`src/rtl/counter_ascii_pkg.sv`:
```
// counter_ascii_pkg: shared types and constants for the counter ASCII transmit path.
// Optional build macro: COUNTER_ASCII_CRLF_EN (appends CR/LF after the digit bytes).
package counter_ascii_pkg;

  // Formatter sequencing states
  typedef enum logic [1:0] {
    IDLE    = 2'd0,
    CONVERT = 2'd1,
    SEND    = 2'd2,
    DONE    = 2'd3
  } state_t;

  localparam logic [7:0] ASCII_ZERO = 8'h30;
  localparam logic [7:0] ASCII_CR   = 8'h0D;
  localparam logic [7:0] ASCII_LF   = 8'h0A;

  // Largest count the 10000-counter can produce; anything above is clamped
  localparam int DEFAULT_MAX_VALUE = 9999;

  // Number of line-terminator bytes appended after the digits
`ifdef COUNTER_ASCII_CRLF_EN
  localparam int TERM_BYTES = 2;
`else
  localparam int TERM_BYTES = 0;
`endif

  // Map a BCD digit (0..9) to its ASCII character
  function automatic logic [7:0] digit_to_ascii(input logic [3:0] digit);
    return ASCII_ZERO + {4'h0, digit};
  endfunction

endpackage

```
`src/rtl/counter_ascii_tx_bin2bcd_seq.sv`:
```
// bin2bcd_seq: iterative double-dabble converter, one shift per clock.
// A conversion takes exactly VAL_W cycles after the start cycle; o_done pulses
// for one cycle when the result is ready and o_bcd then holds until the next start.
module bin2bcd_seq #(
  parameter int VAL_W  = 14,
  parameter int DIGITS = 4
) (
  input  logic                  clk,
  input  logic                  rst,
  input  logic                  i_start,
  input  logic [VAL_W-1:0]      i_bin,
  output logic                  o_busy,
  output logic                  o_done,
  output logic [4*DIGITS-1:0]   o_bcd
);

  localparam int BCD_W = 4 * DIGITS;
  localparam int CNT_W = $clog2(VAL_W + 1);

  logic [VAL_W-1:0] bin_reg;
  logic [BCD_W-1:0] bcd_reg;
  logic [BCD_W-1:0] bcd_adj;
  logic [CNT_W-1:0] cnt_reg;
  logic             busy_reg;
  logic             done_reg;

  // Add-3 correction on every digit that would overflow past 9 after the shift
  genvar gi;
  generate
    for (gi = 0; gi < DIGITS; gi++) begin : g_adjust
      assign bcd_adj[gi*4 +: 4] = (bcd_reg[gi*4 +: 4] >= 4'd5)
                                  ? bcd_reg[gi*4 +: 4] + 4'd3
                                  : bcd_reg[gi*4 +: 4];
    end
  endgenerate

  // Load on start, then shift one binary bit into the BCD register per cycle
  always_ff @(posedge clk or posedge rst) begin
    if (rst) begin
      bin_reg  <= '0;
      bcd_reg  <= '0;
      cnt_reg  <= '0;
      busy_reg <= 1'b0;
      done_reg <= 1'b0;
    end else begin
      done_reg <= 1'b0;
      if (i_start && !busy_reg) begin
        bin_reg  <= i_bin;
        bcd_reg  <= '0;
        cnt_reg  <= '0;
        busy_reg <= 1'b1;
      end else if (busy_reg) begin
        bcd_reg <= {bcd_adj[BCD_W-2:0], bin_reg[VAL_W-1]};
        bin_reg <= {bin_reg[VAL_W-2:0], 1'b0};
        if (cnt_reg == CNT_W'(VAL_W - 1)) begin
          cnt_reg  <= '0;
          busy_reg <= 1'b0;
          done_reg <= 1'b1;
        end else begin
          cnt_reg <= cnt_reg + 1'b1;
        end
      end
    end
  end

  assign o_busy = busy_reg;
  assign o_done = done_reg;
  assign o_bcd  = bcd_reg;

endmodule

```
`src/rtl/counter_ascii_tx.sv`:
```
// counter_ascii_tx: formats a binary count as fixed-width decimal ASCII and
// pushes it byte by byte into the UART TX FIFO, most significant digit first.
// Optional build macro: COUNTER_ASCII_CRLF_EN appends CR, LF after the digits.
module counter_ascii_tx
  import counter_ascii_pkg::*;
#(
  parameter int VAL_W     = 14,
  parameter int DIGITS    = 4,
  parameter int MAX_VALUE = DEFAULT_MAX_VALUE
) (
  input  logic             clk,
  input  logic             rst,
  input  logic             i_start,
  input  logic [VAL_W-1:0] i_value,
  input  logic             i_tx_full,
  output logic             o_push,
  output logic [7:0]       o_push_data,
  output logic             o_busy,
  output logic             o_done
);

  // Digits plus optional terminator bytes emitted per request
  localparam int NUM_BYTES = DIGITS + TERM_BYTES;
  localparam int IDX_W     = $clog2(NUM_BYTES + 1);

  state_t               state_reg;
  state_t               state_next;
  logic [IDX_W-1:0]     idx_reg;
  logic [VAL_W-1:0]     sat_value;
  logic                 bcd_start;
  logic                 bcd_busy;
  logic                 bcd_done;
  logic [4*DIGITS-1:0]  bcd_value;
  logic                 push_ok;
  logic                 last_byte;

  // Clamp before conversion so every BCD digit is guaranteed to be 0..9
  assign sat_value = (i_value > VAL_W'(MAX_VALUE)) ? VAL_W'(MAX_VALUE) : i_value;

  // A start is only accepted from IDLE; the converter latches the clamped value
  assign bcd_start = (state_reg == IDLE) && i_start;

  // A byte leaves only when sending and the FIFO has room
  assign push_ok   = (state_reg == SEND) && !i_tx_full;
  assign last_byte = (idx_reg == IDX_W'(NUM_BYTES - 1));

  bin2bcd_seq #(
    .VAL_W  (VAL_W),
    .DIGITS (DIGITS)
  ) u_bin2bcd (
    .clk     (clk),
    .rst     (rst),
    .i_start (bcd_start),
    .i_bin   (sat_value),
    .o_busy  (bcd_busy),
    .o_done  (bcd_done),
    .o_bcd   (bcd_value)
  );

  // State register
  always_ff @(posedge clk or posedge rst) begin
    if (rst) begin
      state_reg <= IDLE;
    end else begin
      state_reg <= state_next;
    end
  end

  // Next-state logic
  always_comb begin
    state_next = state_reg;
    case (state_reg)
      IDLE: begin
        if (i_start) begin
          state_next = CONVERT;
        end
      end
      CONVERT: begin
        if (bcd_done && !bcd_busy) begin
          state_next = SEND;
        end
      end
      SEND: begin
        if (push_ok && last_byte) begin
          state_next = DONE;
        end
      end
      DONE: begin
        state_next = IDLE;
      end
      default: begin
        state_next = IDLE;
      end
    endcase
  end

  // Byte index: advances only on an actual push, cleared outside SEND
  always_ff @(posedge clk or posedge rst) begin
    if (rst) begin
      idx_reg <= '0;
    end else if (state_reg != SEND) begin
      idx_reg <= '0;
    end else if (push_ok) begin
      idx_reg <= last_byte ? '0 : idx_reg + 1'b1;
    end
  end

  // Outputs: push strobe, byte select by index, busy/done flags
  always_comb begin
    o_push      = 1'b0;
    o_push_data = 8'h00;
    o_busy      = 1'b0;
    o_done      = 1'b0;
    case (state_reg)
      CONVERT: begin
        o_busy = 1'b1;
      end
      SEND: begin
        o_busy = 1'b1;
        o_push = !i_tx_full;
        // Digit DIGITS-1 (most significant) goes out at index 0
        for (int d = 0; d < DIGITS; d++) begin
          if (idx_reg == IDX_W'(DIGITS - 1 - d)) begin
            o_push_data = digit_to_ascii(bcd_value[d*4 +: 4]);
          end
        end
`ifdef COUNTER_ASCII_CRLF_EN
        if (idx_reg == IDX_W'(DIGITS)) begin
          o_push_data = ASCII_CR;
        end
        if (idx_reg == IDX_W'(DIGITS + 1)) begin
          o_push_data = ASCII_LF;
        end
`endif
      end
      DONE: begin
        o_done = 1'b1;
      end
      default: begin
      end
    endcase
  end

endmodule

```
`config.mk`:
```
export PLATFORM = sky130hd
export DESIGN_NAME = counter_ascii_tx
export DESIGN_NICKNAME = d
export VERILOG_FILES = /design/src/rtl/counter_ascii_pkg.sv /design/src/rtl/counter_ascii_tx_bin2bcd_seq.sv /design/src/rtl/counter_ascii_tx.sv
export SDC_FILE = /design/constraint.sdc
export NUM_CORES = 1
export LEC_CHECK = 0
export CORE_MARGIN = 2
export CORE_UTILIZATION = 50
export DETAILED_ROUTE_END_ITERATION = 12
export PLACE_DENSITY = 0.73
export SLEW_MARGIN = 10
export SYNTH_ARGS = -nofsm -noshare
export SYNTH_HDL_FRONTEND = slang
export SYNTH_SLANG_ARGS = --single-unit
```
`constraint.sdc`:
```
create_clock -name clk -period 3.8 [get_ports clk]
set_input_delay 0.76 -clock clk [delete_from_list [all_inputs] [get_ports clk]]
set_output_delay 0.76 -clock clk [all_outputs]
set_load 0.02 [all_outputs]
```
Yosys cells after proc, flatten, opt, wreduce, memory -nomap -nowiden
Cells that the tools add are included.

storage, ports and cells
  register bits = 41
  bits in latches = 0
  RAM bits = 0
  bits in read-only memories = 0
  input port bits = 18
  word-level logic and storage cells = 79
  memories kept = 0

cells by class
  $add $sub $neg = 10
  multiply operators = 0
  divide/modulo/power cells = 0
  $lt $le $gt $ge = 5
  equality and inequality tests = 11
  shifts and indexed selects = 0
  muxes and demuxes = 33
  bitwise logic cells = 0
  reduce and logical (&&, ||, !) cells = 13

operators by type and width
  kind                                                                number
  2-to-1 mux 14 bit                                                   3
  2-to-1 mux 16 bit                                                   2
  2-to-1 mux 8 bit                                                    4
  adder 6 x 4 -> 7 bit (first input constant)                         4
  2-to-1 mux 4 bit                                                    6
  greater-or-equal comparator 4 x 3 -> 1 bit (second input constant)  4
  > comparator 14 bit (second input constant)                         1
  adder 4 x 2 -> 4 bit (second input constant)                        3
  2-to-1 mux 3 bit                                                    4
  2-to-1 mux 1 bit                                                    9
  one-hot mux 2 bit (4 select lines)                                  1
  2-to-1 mux 7 bit                                                    1
  equality test 3 x 2 -> 1 bit (second input constant)                2
  2-to-1 mux 2 bit                                                    3
  != test 2 bit (second input constant)                               3
  logical AND 1 bit                                                   5
  adder 4 x 1 -> 4 bit (second input constant)                        1
  equality test 2 bit (second input constant)                         2
  equality test 4 bit (second input constant)                         1
  nonzero test 2 bit                                                  2
  adder 3 x 1 -> 3 bit (second input constant)                        1
  adder 3 x 2 -> 3 bit (second input constant)                        1
  equality test 3 x 1 -> 1 bit (second input constant)                1
  zero test 3 bit                                                     1
  other kinds (6)                                                     7

Depth between registers and ports, before layout
Gate-level depths: netlist of run 1.

  depth in word-level cells = 6
  depth in mapped cells = 8

Hierarchy
A second synthesis of run 1 with hierarchy kept.

second synthesis, totals
  cells, all modules = 294
  area total of the unflattened synthesis = 2692.6 um2

modules (own cells, without submodules)
  module            times used  cells each  area each (um2)  seq. area each (um2)
  bin2bcd_seq       1           209         2013.2           900.9
  counter_ascii_tx  1           85          679.4            125.1

Worst setup path before layout of run 1
No wires, ideal clock.

  path type = reg2out
  from = register idx_reg[0]
  to = output port o_push_data[5]
  arrival time = 1.495 ns
  setup slack = 1.545 ns
  cell stages (with the launch flop) = 7
  path buffers = 2
  path through = dfrtp_1 -> inv_1 -> ha_1 -> clkbuf_1 -> nor4_1 -> nor2_1 -> buf_4

on the way
  longest elaborated chain between the ends = 6

RTL lines
  element                         line                     text
  start: declaration              counter_ascii_tx.sv:28   logic [IDX_W-1:0] idx_reg;
  start signal: assignment        counter_ascii_tx.sv:104  idx_reg <= last_byte ? '0 : idx_reg + 1'b1;
  equality test 3 x 2 -> 1 bit    counter_ascii_tx.sv:123  if (idx_reg == IDX_W'(DIGITS - 1 - d)) begin
  2-to-1 mux 7 bit                counter_ascii_tx.sv:123
  2-to-1 mux 8 bit (2 in series)  counter_ascii_tx.sv:123
  2-to-1 mux 8 bit (*)            counter_ascii_tx.sv:123
  2-to-1 mux 8 bit (*)            counter_ascii_tx.sv:114  case (state_reg)
  end: declaration                counter_ascii_tx.sv:17   output logic [7:0] o_push_data,

Mark *: on every way between the ends. The rest lies on a longest branch, timed or not.

Worst setup path after layout of run 1
  from = register idx_reg[0]
  to = output port o_push_data[1]

Same word-level chain as after synthesis.

==> results.sh, run 1 <==
export IMPL_p_seq_share_pct=48.9
export IMPL_critPathCapture="o_push_data[1]"
export IMPL_ir_drop_mv=0.220
export IMPL_first_global_vias=1810
export IMPL_crit_arrival_ps=2140
export IMPL_worst_path_max_delay_cell="clkdlybuf4s50_1"
export IMPL_n_antenna_cell=0
export IMPL_synth_ff_type="dfrtp_1"
export IMPL_fmax_ghz=0.345
export IMPL_via_count=1957
export IMPL_cts_sinks=41
export IMPL_crit_path_start_kind="flop"
export IMPL_finalMaxSlewViolations=0
export IMPL_synth_edf_count=0
export IMPL_cp_slowest_stage_delay_ps=600
export IMPL_port_buffers=26
export IMPL_seq_area_um2=1030
export IMPL_status="finished, final reports clean"
export IMPL_sw_frac_of_total_pct=19.7
export IMPL_critical_path_class="reg2out"
export IMPL_multi_input_area_um2=1250
export IMPL_skew_ps=10.1
export IMPL_nNetsFinal=337
export IMPL_die_height_um=73.6
export IMPL_r2r_end="u_bin2bcd.cnt_reg[3]$_DFFE_PP0P_"
export IMPL_rr_startpoint="state_reg[0]$_DFFE_PP0P_"
export IMPL_vias_per_cell=5.50
export IMPL_min_period_ps=2900
export IMPL_grt_usage_pct=19.4
export IMPL_gp_routability_congestion=0.847
export IMPL_cts_setup_buffers=0
export IMPL_switchingPower_uw=175
export IMPL_dp_cells=348
export IMPL_power_internal_uw=716
export IMPL_routed_wl_mm=4.56
export IMPL_maxCapViolCount=0
export IMPL_die_w_um=73.6
export IMPL_dieArea_um2=5420
export IMPL_netlist_area_um2=2420
export IMPL_syn_to_final_growth_pct=17.8
export IMPL_largest_reg_flops=16
export IMPL_clk_latency_ps=300
export IMPL_pin_count=29
export IMPL_cts_tree="built"
export IMPL_drt_iter0_markers=92
export IMPL_p_total_uw=891
export IMPL_row_count=25
export IMPL_ant_nets=0
export IMPL_dp_hpwl_mm=3.33
export IMPL_setup_tns_final_ps=0
export IMPL_reg2reg_depth=6
export IMPL_first_pass_iters=4
export IMPL_cts_path_max_buffers=2
export IMPL_clockPowerShare_pct=46.9
export IMPL_grt_max_degree=33
export IMPL_power_density_nw_per_um2=312
export IMPL_comb_power_share_pct=4.2
export IMPL_drc=0
export IMPL_rrSetupSlack_ps=1810
export IMPL_min_path_type="reg2reg"
export IMPL_final_cell_area_um2=2860
export IMPL_grt_overflow_total=0
export IMPL_grt_pass1_wl_mm=8.05
export IMPL_cts_resized=0
export IMPL_hold_buffers=0
export IMPL_placed_cell_area_um2=2720
export IMPL_drive_gt1_share_pct=6.62
export IMPL_slew_headroom_pct=46.3
export IMPL_cts_buffers=5
export IMPL_critPathMaxFanout=9
export IMPL_cts_root_buf="clkbuf_8"
export IMPL_n_fill_cell=417
export IMPL_cp_end_kind="primary output"
export IMPL_path_cells="inv_1 > ha_1 > a21oi_1 > o21ai_0 > a22oi_1 > nor2_1 > clkdlybuf4s50_1"
export IMPL_syn_avg_cell_area_um2=8.75
export IMPL_final_setup_viol_count=0
export IMPL_finalCritPeriodShare_pct=76.3
export IMPL_path_clk_slew_ps=80
export IMPL_syn_inst=277
export IMPL_rsz0062_at_grt="false"
export IMPL_ys_types=34
export IMPL_htree_levels=2
export IMPL_layoutNonFillerInstCount=356
export IMPL_tightestPinTransition_ps=804
export IMPL_postSynth_asyncResetShare_pct=100
export IMPL_core_area_um2=4690
export IMPL_cp_required_ps=3040
export IMPL_final_hold_viol_count=0
export IMPL_power_leakage_uw=0.00125
export IMPL_antenna_found_initial=0
export IMPL_wire_per_inst_um=12.8
export IMPL_synth_seq_cells=41
export IMPL_yosysSeqAreaShare_pct=42.3
export IMPL_start_util_pct=51.7
export IMPL_ys_warn_count=0
export IMPL_hold_ws_ps=489
export IMPL_cp_startpoint="idx_reg[0]$_DFFE_PP0P_"
## final cells by class
type                    count  area share, %
clock inverters             3           2.28
flip-flops and latches     41           35.9
repair buffers             31           10.4
multi-input cells         202           44.0
well taps                  54           2.37
inverters                  20           2.63
clock buffers               5           2.41
## stage by stage
| step | util (%) | setup slack, ps |
|---|---|---|
| floorplan | - | 1550 |
| detailed placement | 58.0 | 1050 |
| finish | 60.9 | 901 |
| global route | 60.9 | 756 |
| CTS | 60.9 | 907 |
| global placement | 58.0 | 1040 |
## metal layers
metal	up-vias	global-route usage, %	part of all wire [%]
li1	1006	-	-
met1	913	26.0	51
met2	32	30.6	44
met3	6	4.94	3.4
met4	0	6.67	1.5
met5	-	0	0
## how the worst min path moves through the flow
stage          slack, ps  depth (start not counted)                         startpoint                                 to
2_1_floorplan        450                          2  u_bin2bcd.bin_reg[13]$_DFFE_PP0P_     u_bin2bcd.o_bcd[0]$_DFFE_PP0P_
3_3_place_gp         470                          2  u_bin2bcd.bin_reg[11]$_DFFE_PP0P_  u_bin2bcd.bin_reg[12]$_DFFE_PP0P_
3_5_place_dp         470                          2  u_bin2bcd.bin_reg[11]$_DFFE_PP0P_  u_bin2bcd.bin_reg[12]$_DFFE_PP0P_
4_1_cts              490                          2  u_bin2bcd.bin_reg[11]$_DFFE_PP0P_  u_bin2bcd.bin_reg[12]$_DFFE_PP0P_
5_1_grt              530                          2  u_bin2bcd.bin_reg[13]$_DFFE_PP0P_     u_bin2bcd.o_bcd[0]$_DFFE_PP0P_
6_report             490                          2  u_bin2bcd.bin_reg[11]$_DFFE_PP0P_  u_bin2bcd.bin_reg[12]$_DFFE_PP0P_
## power groups by stage
stage          logic [uW]  clock network (uW)  registers, uW
2_1_floorplan        14.6                   0            445
3_3_place_gp         38.0                   0            445
3_5_place_dp         38.1                   0            445
4_1_cts              38.2                 424            436
5_1_grt              42.0                 445            436
6_report             37.3                 418            436
## worst max-delay path: cells and delay by family (launching register included)
family / cells / cell delay [ps]
buffers and inverters: 2 / 710
DFF: 1 / 420
AOI/OAI and AO/OA: 3 / 320
adders and majority gates: 1 / 300
and+or+nand+nor: 1 / 100
## cell usage after synthesis (7+ instances only)
library cell	number	area, um^2
nand2b_1	9	56.3
nand2_1	33	124
a21oi_1	22	110
a2bb2oi_1	7	61.3
nand3_1	17	85.1
nor2_1	14	52.6
ha_1	18	225
dfrtp_1	41	1030
o21ai_0	36	180
inv_1	19	71.3
clkbuf_1	8	30.0
## cells by family (layout without fill, tap and decap cells)
group           count (synthesis)  count (layout)  share of synthesized area, %
flops                          41              41                          42.3
fa+ha+maj                      18              18                          9.29
compound gates                 82              82                          20.1
buf+inv                        35              59                          6.04
xor+xnor                        4               4                          1.45
other cells                     1               2                         0.155
simple gates                   90              90                          17.9
mux                             6               6                          2.74
## placed cells by master, fill, tap and decap left out, drive strengths merged, types with 2 or more instances in the layout
cell type / synthesis / layout
a21oi: 22 / 22
a22o: 4 / 4
a22oi: 5 / 5
a2bb2oi: 7 / 7
and2: 2 / 2
buf: 7 / 5
bufinv: 0 / 2
clkbuf: 8 / 5
clkdlybuf4s50: 0 / 26
clkinv: 1 / 2
conb: 1 / 2
dfrtp: 41 / 41
ha: 18 / 18
inv: 19 / 19
mux2: 5 / 5
nand2: 33 / 33
nand2b: 9 / 9
nand3: 17 / 17
nor2: 14 / 14
nor3: 5 / 5
nor3b: 4 / 4
nor4: 3 / 3
o21ai: 36 / 36
o31ai: 4 / 4
xnor2: 4 / 4
Note: power is estimated with default switching activity, not from simulation.
==> inputs of run 2 (changes only) <==
==> constraint.sdc (replaced) <==
create_clock -name clk -period 2.9 [get_ports clk]
set_input_delay 0.58 -clock clk [delete_from_list [all_inputs] [get_ports clk]]
set_output_delay 0.58 -clock clk [all_outputs]
set_load 0.02 [all_outputs]
==> run 2 against run 1 <==
Final area fell by 1.1%. Sequential share of layout area is 0.41 points higher. Via count increased by 0.82%. Largest power group unchanged. Utilization fell by 0.69 points. Setup slack got worse by 710 ps. Clock skew decreased by 5.6 ps. Register-to-register slack worse by 1100 ps.
==> results.sh, run 2 (same netlist as run 1, synthesis figures left out) <==
export IMPL_power_internal_uw=877
export IMPL_cts_sinks=41
export IMPL_setup_tns_final_ps=0
export IMPL_core_area_um2=4690
export IMPL_wire_per_inst_um=12.9
export IMPL_cts_path_max_buffers=2
export IMPL_finalMaxSlewViolations=0
export IMPL_hold_buffers=0
export IMPL_antenna_found_initial=0
export IMPL_sw_frac_of_total_pct=19.8
export IMPL_grt_overflow_total=0
export IMPL_power_density_nw_per_um2=387
export IMPL_crit_arrival_ps=2130
export IMPL_dp_slack_ps=470
export IMPL_first_global_vias=1831
export IMPL_min_period_ps=2710
export IMPL_layoutNonFillerInstCount=354
export IMPL_layout_common_cells="dfrtp_1 (41), o21ai_0 (36), nand2_1 (33), clkdlybuf4s50_1 (26), a21oi_1 (22)"
export IMPL_cp_required_ps=2320
export IMPL_htree_levels=2
export IMPL_rsz0062_at_grt="false"
export IMPL_drt_iter0_markers=99
export IMPL_row_count=25
export IMPL_grt_max_degree=42
export IMPL_dieArea_um2=5420
export IMPL_worst_slack_ps=194
export IMPL_die_w_um=73.6
export IMPL_cts_buffers=5
export IMPL_finalCritPeriodShare_pct=93.3
export IMPL_via_count=1973
export IMPL_largest_reg_flops=16
export IMPL_hold_path_depth=2
export IMPL_critical_path_class="reg2out"
export IMPL_skew_ps=4.48
export IMPL_slew_headroom_pct=42.1
export IMPL_maxCapViolCount=0
export IMPL_port_buffers=26
export IMPL_pin_count=29
export IMPL_die_height_um=73.6
export IMPL_clockPowerShare_pct=43.2
export IMPL_ir_drop_mv=0.170
export IMPL_start_util_pct=51.7
export IMPL_nNetsFinal=335
export IMPL_gp_routability_congestion=0.798
export IMPL_cp_end_kind="primary output"
export IMPL_cts_setup_buffers=0
export IMPL_comb_power_share_pct=4.5
export IMPL_status="finished, final reports clean"
export IMPL_crit_path_start_kind="flop"
export IMPL_grt_usage_pct=18.8
export IMPL_critPathMaxFanout=9
export IMPL_p_seq_share_pct=52.2
export IMPL_syn_to_final_growth_pct=16.5
export IMPL_fmax_ghz=0.369
export IMPL_cts_root_buf="clkbuf_8"
export IMPL_vias_per_cell=5.57
export IMPL_min_path_type="reg2reg"
export IMPL_dp_cells=346
export IMPL_cts_tree="built"
export IMPL_tightestPinTransition_ps=865
export IMPL_cts_resized=0
export IMPL_drive_gt1_share_pct=5.67
export IMPL_path_clk_slew_ps=80
export IMPL_clk_latency_ps=290
export IMPL_final_hold_viol_count=0
export IMPL_switchingPower_uw=217
export IMPL_ant_nets=0
export IMPL_power_leakage_uw=0.00123
export IMPL_grt_pass1_wl_mm=8.10
export IMPL_reg2reg_depth=6
export IMPL_final_setup_viol_count=0
export IMPL_final_common_cell="dfrtp_1"
export IMPL_first_pass_iters=4
export IMPL_n_antenna_cell=0
export IMPL_postLayoutCoreUtil_pct=60.2
export IMPL_dp_hpwl_mm=3.24
export IMPL_routed_wl_mm=4.56
export IMPL_drc=0
-- run 2: cell count changes in the layout (fill, tap and decap cells not counted), sizes merged --
cell / before / now
buf: 5 / 3
bufinv: 2 / 1
clkbuf: 5 / 7
clkinv: 2 / 1
-- run 2: cell type report --
type | count | area (um^2)
fillers | 415 | 1870
clock buffers | 7 | 86.3
flip-flops and latches | 41 | 1030
clock inverters | 1 | 30.0
inverters | 20 | 75.1
multi-input cells | 202 | 1250
repair buffers | 29 | 283
well taps | 54 | 67.6
-- run 2: stage by stage --
step	hold WS, ps	power [uW]	instance area [um^2]
global route	510	1140	2820
global placement	471	633	2710
CTS	493	1100	2820
detailed placement	471	633	2710
floorplan	451	602	2430
finish	486	1090	2820
-- run 2: routing by layer --
metal	up-vias	track usage [%]	routed length, um
li1	1003	-	-
met1	926	26.4	2300
met2	38	29.5	2080
met3	6	3.02	132
met4	0	6.46	46
met5	-	0	0
-- run 2: critical path: stages, from the launching register on --
cell and delay (ps):
dfrtp_1 420, inv_1 110, ha_1 300, a21oi_1 100, o21ai_0 110, a22oi_1 90
nor2_1 100, clkdlybuf4s50_1 600
-- run 2: path summary, 6_finish.rpt --
path	start	end	slack (ps)
min in group asynchronous	rst	u_bin2bcd.cnt_reg[2]$_DFFE_PP0P_	710
hold reg to reg	u_bin2bcd.bin_reg[11]$_DFFE_PP0P_	u_bin2bcd.bin_reg[12]$_DFFE_PP0P_	490
setup / recovery	idx_reg[0]$_DFFE_PP0P_	o_push_data[0]	190
hold / removal	u_bin2bcd.bin_reg[11]$_DFFE_PP0P_	u_bin2bcd.bin_reg[12]$_DFFE_PP0P_	490
setup reg to reg	state_reg[0]$_DFFE_PP0P_	u_bin2bcd.o_bcd[7]$_DFFE_PP0P_	760
max in group asynchronous	rst	u_bin2bcd.bin_reg[2]$_DFFE_PP0P_	1810
-- run 2: power groups by stage --
stage / Combinational, uW / Sequential [uW] / Clock (uW)
floorplan: 19.1 / 583 / 0
global placement: 50.1 / 583 / 0
detailed placement: 50.3 / 583 / 0
CTS: 50.5 / 571 / 483
global route: 56.2 / 571 / 512
finish: 49.4 / 571 / 472
